$ cat src/rtl/key_expansion128.sv
// AES-128 key schedule: one round key per cycle, streamed out and kept in an 11-entry store.
// Optional KEY_EXP_RESTART_EN: a start during expansion restarts it with the new key.

module aes_sbox (
   input  logic [7:0] sbox_i,
   output logic [7:0] sbox_o
);
   // Forward S-box, entry 0 in the most significant byte.
   localparam logic [2047:0] SBOX = {
      128'h637c777bf26b6fc53001672bfed7ab76,
      128'hca82c97dfa5947f0add4a2af9ca472c0,
      128'hb7fd9326363ff7cc34a5e5f171d83115,
      128'h04c723c31896059a071280e2eb27b275,
      128'h09832c1a1b6e5aa0523bd6b329e32f84,
      128'h53d100ed20fcb15b6acbbe394a4c58cf,
      128'hd0efaafb434d338545f9027f503c9fa8,
      128'h51a3408f929d38f5bcb6da2110fff3d2,
      128'hcd0c13ec5f974417c4a77e3d645d1973,
      128'h60814fdc222a908846eeb814de5e0bdb,
      128'he0323a0a4906245cc2d3ac629195e479,
      128'he7c8376d8dd54ea96c56f4ea657aae08,
      128'hba78252e1ca6b4c6e8dd741f4bbd8b8a,
      128'h703eb5664803f60e613557b986c11d9e,
      128'he1f8981169d98e949b1e87e9ce5528df,
      128'h8ca1890dbfe6426841992d0fb054bb16
   };

   // 2047 - 8*sbox_i, written as a bit pattern
   logic [10:0] msb;
   assign msb    = {~sbox_i, 3'b111};
   assign sbox_o = SBOX[msb -: 8];
endmodule

module key_expansion128 (
   input  logic         key_clk,
   input  logic         key_rst_n,
   input  logic         key_start,
   input  logic [127:0] key_in,
   output logic         key_busy,
   output logic         key_ready,
   output logic         key_out_valid,
   output logic [3:0]   key_out_round,
   output logic [127:0] key_out,
   input  logic [3:0]   key_rd_addr,
   output logic [127:0] key_rd_data
);
   typedef enum logic [1:0] {IDLE, EXPAND, DONE} state_t;

   state_t         state_q;
   logic           busy_q, ready_q, vld_q;
   logic [3:0]     rnd_q;
   logic [127:0]   key_q, key_d;
   logic [127:0]   store_q [11];
   logic [127:0]   rd_q;
   logic           start_ok;
   logic [31:0]    rot, sub, temp;
   logic [31:0]    w0, w1, w2, w3;
   logic [7:0]     rcon;

`ifdef KEY_EXP_RESTART_EN
   assign start_ok = key_start;
`else
   assign start_ok = key_start && (state_q != EXPAND);
`endif

   // The current round key lives in key_q; the next one is derived combinationally.
   assign rot = {key_q[23:0], key_q[31:24]};

   for (genvar g = 0; g < 4; g++) begin : g_sb
      aes_sbox u_sbox (.sbox_i(rot[8*g +: 8]), .sbox_o(sub[8*g +: 8]));
   end

   always_comb begin
      rcon = 8'h00;
      case (rnd_q)
         4'd0: rcon = 8'h01;
         4'd1: rcon = 8'h02;
         4'd2: rcon = 8'h04;
         4'd3: rcon = 8'h08;
         4'd4: rcon = 8'h10;
         4'd5: rcon = 8'h20;
         4'd6: rcon = 8'h40;
         4'd7: rcon = 8'h80;
         4'd8: rcon = 8'h1b;
         4'd9: rcon = 8'h36;
         default: rcon = 8'h00;
      endcase
   end

   assign temp  = sub ^ {rcon, 24'h0};
   assign w0    = key_q[127:96] ^ temp;
   assign w1    = key_q[95:64]  ^ w0;
   assign w2    = key_q[63:32]  ^ w1;
   assign w3    = key_q[31:0]   ^ w2;
   assign key_d = {w0, w1, w2, w3};

   always_ff @(posedge key_clk or negedge key_rst_n) begin
      if (!key_rst_n) begin
         state_q <= IDLE;
         busy_q  <= 1'b0;
         ready_q <= 1'b0;
         vld_q   <= 1'b0;
         rnd_q   <= 4'd0;
         key_q   <= '0;
      end else if (start_ok) begin
         state_q <= EXPAND;
         busy_q  <= 1'b1;
         ready_q <= 1'b0;
         vld_q   <= 1'b1;
         rnd_q   <= 4'd0;
         key_q   <= key_in;
      end else if (state_q == EXPAND) begin
         if (rnd_q == 4'd10) begin
            state_q <= DONE;
            busy_q  <= 1'b0;
            ready_q <= 1'b1;
            vld_q   <= 1'b0;
         end else begin
            vld_q   <= 1'b1;
            rnd_q   <= rnd_q + 4'd1;
            key_q   <= key_d;
         end
      end else begin
         vld_q <= 1'b0;
      end
   end

   // Store is written from the streamed register, so an entry trails its strobe by one cycle.
   always_ff @(posedge key_clk or negedge key_rst_n) begin
      if (!key_rst_n) begin
         for (int i = 0; i < 11; i++) store_q[i] <= '0;
         rd_q <= '0;
      end else begin
         rd_q <= '0;
         for (int i = 0; i < 11; i++) begin
            if (vld_q && rnd_q == 4'(i)) store_q[i] <= key_q;
            if (key_rd_addr == 4'(i))    rd_q       <= store_q[i];
         end
      end
   end

   assign key_busy      = busy_q;
   assign key_ready     = ready_q;
   assign key_out_valid = vld_q;
   assign key_out_round = rnd_q;
   assign key_out       = key_q;
   assign key_rd_data   = rd_q;
endmodule

$ cat config.mk
export PLATFORM = sky130hd
export DESIGN_NAME = key_expansion128
export DESIGN_NICKNAME = d
export VERILOG_FILES = /design/src/rtl/key_expansion128.sv
export SDC_FILE = /design/constraint.sdc
export NUM_CORES = 2
export LEC_CHECK = 0
export CAP_MARGIN = 5
export CORE_MARGIN = 5
export CORE_UTILIZATION = 50
export CTS_CLUSTER_DIAMETER = 80
export DETAILED_ROUTE_END_ITERATION = 7
export HOLD_SLACK_MARGIN = 0.15
export PLACE_DENSITY = 0.68
export SETUP_SLACK_MARGIN = 0.3
export SKIP_CTS_REPAIR_TIMING = 1
export SYNTH_ARGS = -nofsm -noshare
export SYNTH_HDL_FRONTEND = slang
export SYNTH_SLANG_ARGS = --single-unit
$ cat constraint.sdc
create_clock -name key_clk -period 4.5 [get_ports key_clk]
set_clock_uncertainty 0.1 [all_clocks]
set_input_delay 0.9 -clock key_clk [delete_from_list [all_inputs] [get_ports key_clk]]
set_output_delay 0.9 -clock key_clk [all_outputs]
set_load 0.01 [all_outputs]
# ---- After elaboration in Yosys (flattened, before gate mapping)
# Memory sizes are Yosys's and may differ from the RTL's.
# Index checks and enable logic that the tools add are counted.
dict set report totals {
  register_bits 1673
  romBits 128
  memories 1
}
dict set report classes {
  add_sub_neg 1
  n_eq_ne 23
  shifts 4
  n_mux 29
  n_bitwise 9
  n_reduce_logical 18
}
# name depth width read_ports rd_ports_with_merged_regs wr line_no
set memory_table {}
lappend memory_table {{(name not given)} 16 8 1 0 0 75} ;# case (rnd_q)
# cell n
set ops {}
lappend ops {{variable part select 2055 x 12 -> 8 bit (first input constant)} 4}
lappend ops {{2-to-1 mux 128 bit} 14}
lappend ops {{XOR 32 bit} 5}
lappend ops {{== test 4 x 3 -> 1 bit (second input constant)} 8}
lappend ops {{NOT 8 bit} 4}
lappend ops {{== test 4 bit (second input constant)} 6}
lappend ops {{== test 4 x 2 -> 1 bit (second input constant)} 4}
lappend ops {{logical AND 1 bit} 12}
lappend ops {{2-to-1 mux 4 bit} 3}
lappend ops {{2-to-1 mux 1 bit} 9}
lappend ops {{== test 4 x 1 -> 1 bit (second input constant)} 2}
lappend ops {{zero test 4 bit} 2}
lappend ops {{2-to-1 mux 2 bit} 3}
lappend ops {{adder 4 x 1 -> 4 bit (second input constant)} 1}
lappend ops {{AND reduction 2 bit} 2}
lappend ops {{nonzero test 2 bit} 2}
lappend ops {{== test 2 x 1 -> 1 bit (second input constant)} 1}
lappend ops {{!= test 2 x 1 -> 1 bit (second input constant)} 1}
lappend ops {{!= test 2 bit (second input constant)} 1}

# ---- Logic depth before layout (Yosys ltp)
dict set report logic_depth {
  ltp_word 12
  ltp_mapped 16
  mapped_depth_nobuf 11
}

# ---- Modules after synthesis
# Synthesis repeated with hierarchy kept, for this count alone.
dict set report hier_totals {
  hier_cells 8271
  area_unflattened_um2 89268.1
}
# module n_inst cells_per_inst area_per_inst_um2
set modules_own_cells {}
lappend modules_own_cells {key_expansion128 1 6067 75524.9}
lappend modules_own_cells {aes_sbox 4 551 3435.8}

# ---- Least setup slack after synthesis
# Ideal clock, no wire load.
dict set report synth_timing {
  kind {register to register}
  from {register key_q[1], in the netlist key_out[1]}
  to {register key_q[15], in the netlist key_out[15]}
  arrival_time_ns 3.824
  required_ns 4.282
  path_slack_ns 0.457
  stages_incl_launch_ff 16
  n_path_buf 4
  synth_period_minus_slack_ns 4.043
  path_cell_list {dfrtp_1 -> buf_2 -> buf_2 -> inv_1 -> clkbuf_1 -> ha_1 -> clkbuf_1 -> inv_1 -> mux4_2 -> a2111oi_0 -> a311oi_1 -> mux2i_1 -> xnor2_1 -> xnor2_1 -> a32o_1 -> a21o_1}
}
dict set report synth_between {
  elab_chain_cells 10
}
# item line_no
set synth_rtl {}
lappend synth_rtl {{start: declaration} 52} ;# logic [127:0] key_q, key_d;
lappend synth_rtl {{start signal: assignment} 111} ;# key_q <= key_in;
lappend synth_rtl {{start signal: assignment} 121} ;# key_q <= key_d;
lappend synth_rtl {{NOT 8 bit} 30} ;# assign msb = {~sbox_i, 3'b111};
lappend synth_rtl {{variable part select 2055 x 12 -> 8 bit} 31} ;# assign sbox_o = SBOX[msb -: 8];
lappend synth_rtl {{XOR 32 bit} 90} ;# assign temp = sub ^ {rcon, 24'h0};
lappend synth_rtl {{XOR 32 bit} 91} ;# assign w0 = key_q[127:96] ^ temp;
lappend synth_rtl {{XOR 32 bit} 92} ;# assign w1 = key_q[95:64] ^ w0;
lappend synth_rtl {{XOR 32 bit} 93} ;# assign w2 = key_q[63:32] ^ w1;
lappend synth_rtl {{XOR 32 bit} 94} ;# assign w3 = key_q[31:0] ^ w2;
lappend synth_rtl {{2-to-1 mux 128 bit} 113} ;# if (rnd_q == 4'd10) begin
lappend synth_rtl {{2-to-1 mux 128 bit} 112} ;# end else if (state_q == EXPAND) begin
lappend synth_rtl {{2-to-1 mux 128 bit} 105} ;# end else if (start_ok) begin
# Every way passes these cells. The select of a mux whose other input is x is not followed.
# A chain may end at the register's enable or synchronous reset.

# ---- Final worst setup path
dict set report layout_timing {
  from {register key_q[10], in the netlist key_out[10]}
  to {register key_q[18], in the netlist key_out[18]}
}
# The elaborated chain is that of the path after synthesis.

==> reports/metrics.csv <==
metric,value,unit
ys_seq_area_frac,0.488,
yosys.area.top_type_share,0.488,
syn2layout_area_growth,16.4,%
status,"finished, final reports clean",
netlist_top_cells_area,"dfrtp_1 (49%), mux2_2 (16%), o21ai_0 (3.1%)",
critPathKind,reg2reg,
core,170000,um^2
critPathMaxFanout,26,
avgSynthCellArea,10.9,um^2
syn-num-nets,8038,
grt_max_degree,145,
antenna_left,0,
yosysMostFrequentCell,dfrtp_1,
worstHoldPathCells,2,
p_int,52.5,mW
clk_path_buf_depth,3,
yosys-top-cells-count,"dfrtp_1 (1671), mux2_2 (1224), clkbuf_1 (634)",
io_buffers,397,
core.rowCount,151,
ys.flop_type,dfrtp_1,
finalSetupTns,0,ns
period_needed,4.16,ns
die_w,424,um
cp.required,5.13,ns
grt_pass1_wl,500,mm
yosysUniqueCellTypes,99,
track_usage,0.376,
globalRoute.totalOverflow,0,
maxSlewHeadroom,0.0441,
min_path_type,reg2reg,
place_area,93800,um^2
crit_arrival,4.80,ns
clock.fmax,240,MHz
final_core_util,0.587,
p_sw_frac,0.442,
worstSkewPairLatency,0.83,ns
synth_area,85600,um^2
path_clk_slew,0.06,ns
worst_slew_pin_slew,1.43,ns
ios,398,
vias_per_cell,6.80,
synthArstFlopShare,1.00,
synth-edff-count,0,
via_count,70800,
vdd_drop_max,0.844,mV
rsz0062_at_grt,false,
synth-seq-cells,1671,
finalPower,94.1,mW
p_clk_frac,0.155,
first_pass_iters,8,
start_kind,flip-flop,
powerDensity,944,nW/um^2
synth_cells,7839,
ff_latch_area,41900,um^2
drtIter0Drc,9004,
finalCritPeriodShare,0.926,
cts_tree,done,
clockRootBuffer,clkbuf_16,
initial_core_util,0.504,
die_y,424,um
fillerInstances,14000,
post_drt_wl_per_cell,33.2,um
hold_ws,0.378,ns
yosysWarnings,0,
hold_viol,0,
drive_gt1_frac,0.262,
seqPwrFrac,0.303,
drc_errors,0,
clock-sinks,1671,
synth_area_leader_cell,dfrtp_1,
routed_wl,346,mm
gp_congestion,1.00,
drv_cap,0,
grt_pass1_vias,70100,
final_cell_area,99700,um^2
die-area,180000,um^2
cts_buffers,173,
antenna_found_initial,10,
end_kind,flip-flop,
comb_power_share,0.543,
post-dp-hpwl,232,mm
setup_violations,0,
h-tree-depth,4,
switchingPower,41.6,mW
fin_nets,8253,
maxSlewViolCount,0,
r2r_cells,14,
p_leak,42.8,nW
multi_input_area,40500,um^2
## layer usage
metal | share of wire | GRT usage | up-vias
li1 | - | - | 29400
met1 | 0.39 | 0.488 | 36500
met2 | 0.44 | 0.558 | 3965
met3 | 0.083 | 0.0742 | 1009
met4 | 0.092 | 0.285 | 2
met5 | 0.000040 | 0 | -
## power by group through the flow
| stage | combinational (mW) | clock [mW] | sequential [mW] |
|---|---|---|---|
| 2_1_floorplan | 30.3 | 0 | 25.9 |
| 3_3_place_gp | 49.2 | 0 | 27.9 |
| 3_5_place_dp | 49.4 | 0 | 28.4 |
| 4_1_cts | 49.7 | 14.7 | 28.2 |
| 5_1_grt | 53.5 | 15.4 | 29.1 |
| 6_report | 51.1 | 14.6 | 28.5 |
## area by class of cell
type / instances / area share
diodes: 12 / 0.000301
clock buffers: 265 / 0.0527
clock inverters: 44 / 0.00527
inverters: 77 / 0.00290
multi-input cells: 5264 / 0.406
flip-flops and latches: 1671 / 0.420
well taps: 2218 / 0.0278
repair buffers: 867 / 0.0852
## state kept, by name, indices dropped and copies added, names as in the netlist
| signal | flops |
|---|---|
| state_q | 2 |
| key_out_round | 4 |
| store_q | 1408 |
| key_out | 128 |
| key_out_valid | 1 |
| key_rd_data | 128 |
## critical path, stage by stage, from the launching register on
cell and delay, ns:
dfrtp_2 0.65, buf_4 0.33, nor2b_1 0.36, buf_4 0.21
buf_4 0.14, nor2_1 0.04, mux4_2 0.46, o21a_1 0.21
o21ai_0 0.33, o21ai_1 0.23, buf_12 0.20, xnor2_1 0.33
buf_12 0.20, a21oi_1 0.07, o211ai_1 0.18
## cells by family (layout without fill, tap and decap cells)
logic type,Yosys count,after routing,synth area share
buffers and inverters,904,1253,0.0427
flip-flops,1671,1671,0.488
AND/OR/NAND/NOR,1581,1581,0.0858
multiplexers,1363,1363,0.187
other,0,12,0
adder cells (fa/ha/maj),64,64,0.00944
XOR/XNOR,152,152,0.0173
AO/OA/AOI/OAI,2104,2104,0.170
## cell usage in the layout (no fill, tap or decap), types with 103 or more instances in the layout
cell type        instances
nor3_1                 114
buf_4                  392
mux2_2                1224
o21ai_0                538
nor2_1                 343
clkbuf_16              177
xnor2_1                104
nand2_1                605
a222oi_1               119
clkdlybuf4s50_1        394
a221o_1                147
a22oi_1                214
dfrtp_1               1655
a21oi_1                413
nand3_1                103
## final timing paths
path,slack (ns),endpoint,startpoint
max,0.34,key_out[18]$_DFFE_PN0P_,key_out[10]$_DFFE_PN0P_
min,0.38,store_q[283]$_DFFE_PN0P_,store_q[283]$_DFFE_PN0P_
max reg2reg,0.34,key_out[18]$_DFFE_PN0P_,key_out[10]$_DFFE_PN0P_
min reg2reg,0.38,store_q[283]$_DFFE_PN0P_,store_q[283]$_DFFE_PN0P_
max in group asynchronous,2.21,store_q[1336]$_DFFE_PN0P_,key_rst_n
min in group asynchronous,0.56,store_q[506]$_DFFE_PN0P_,key_rst_n
## per-stage QoR
step | cells | worst slack [ns]
floorplan | 7839 | 0.457
global placement | 10100 | 0.0652
detailed placement | 10100 | 0.221
CTS | 10400 | 0.195
global route | 10400 | 0.312
finish | 10400 | 0.335
No activity file was read; power rests on OpenSTA's default activity.
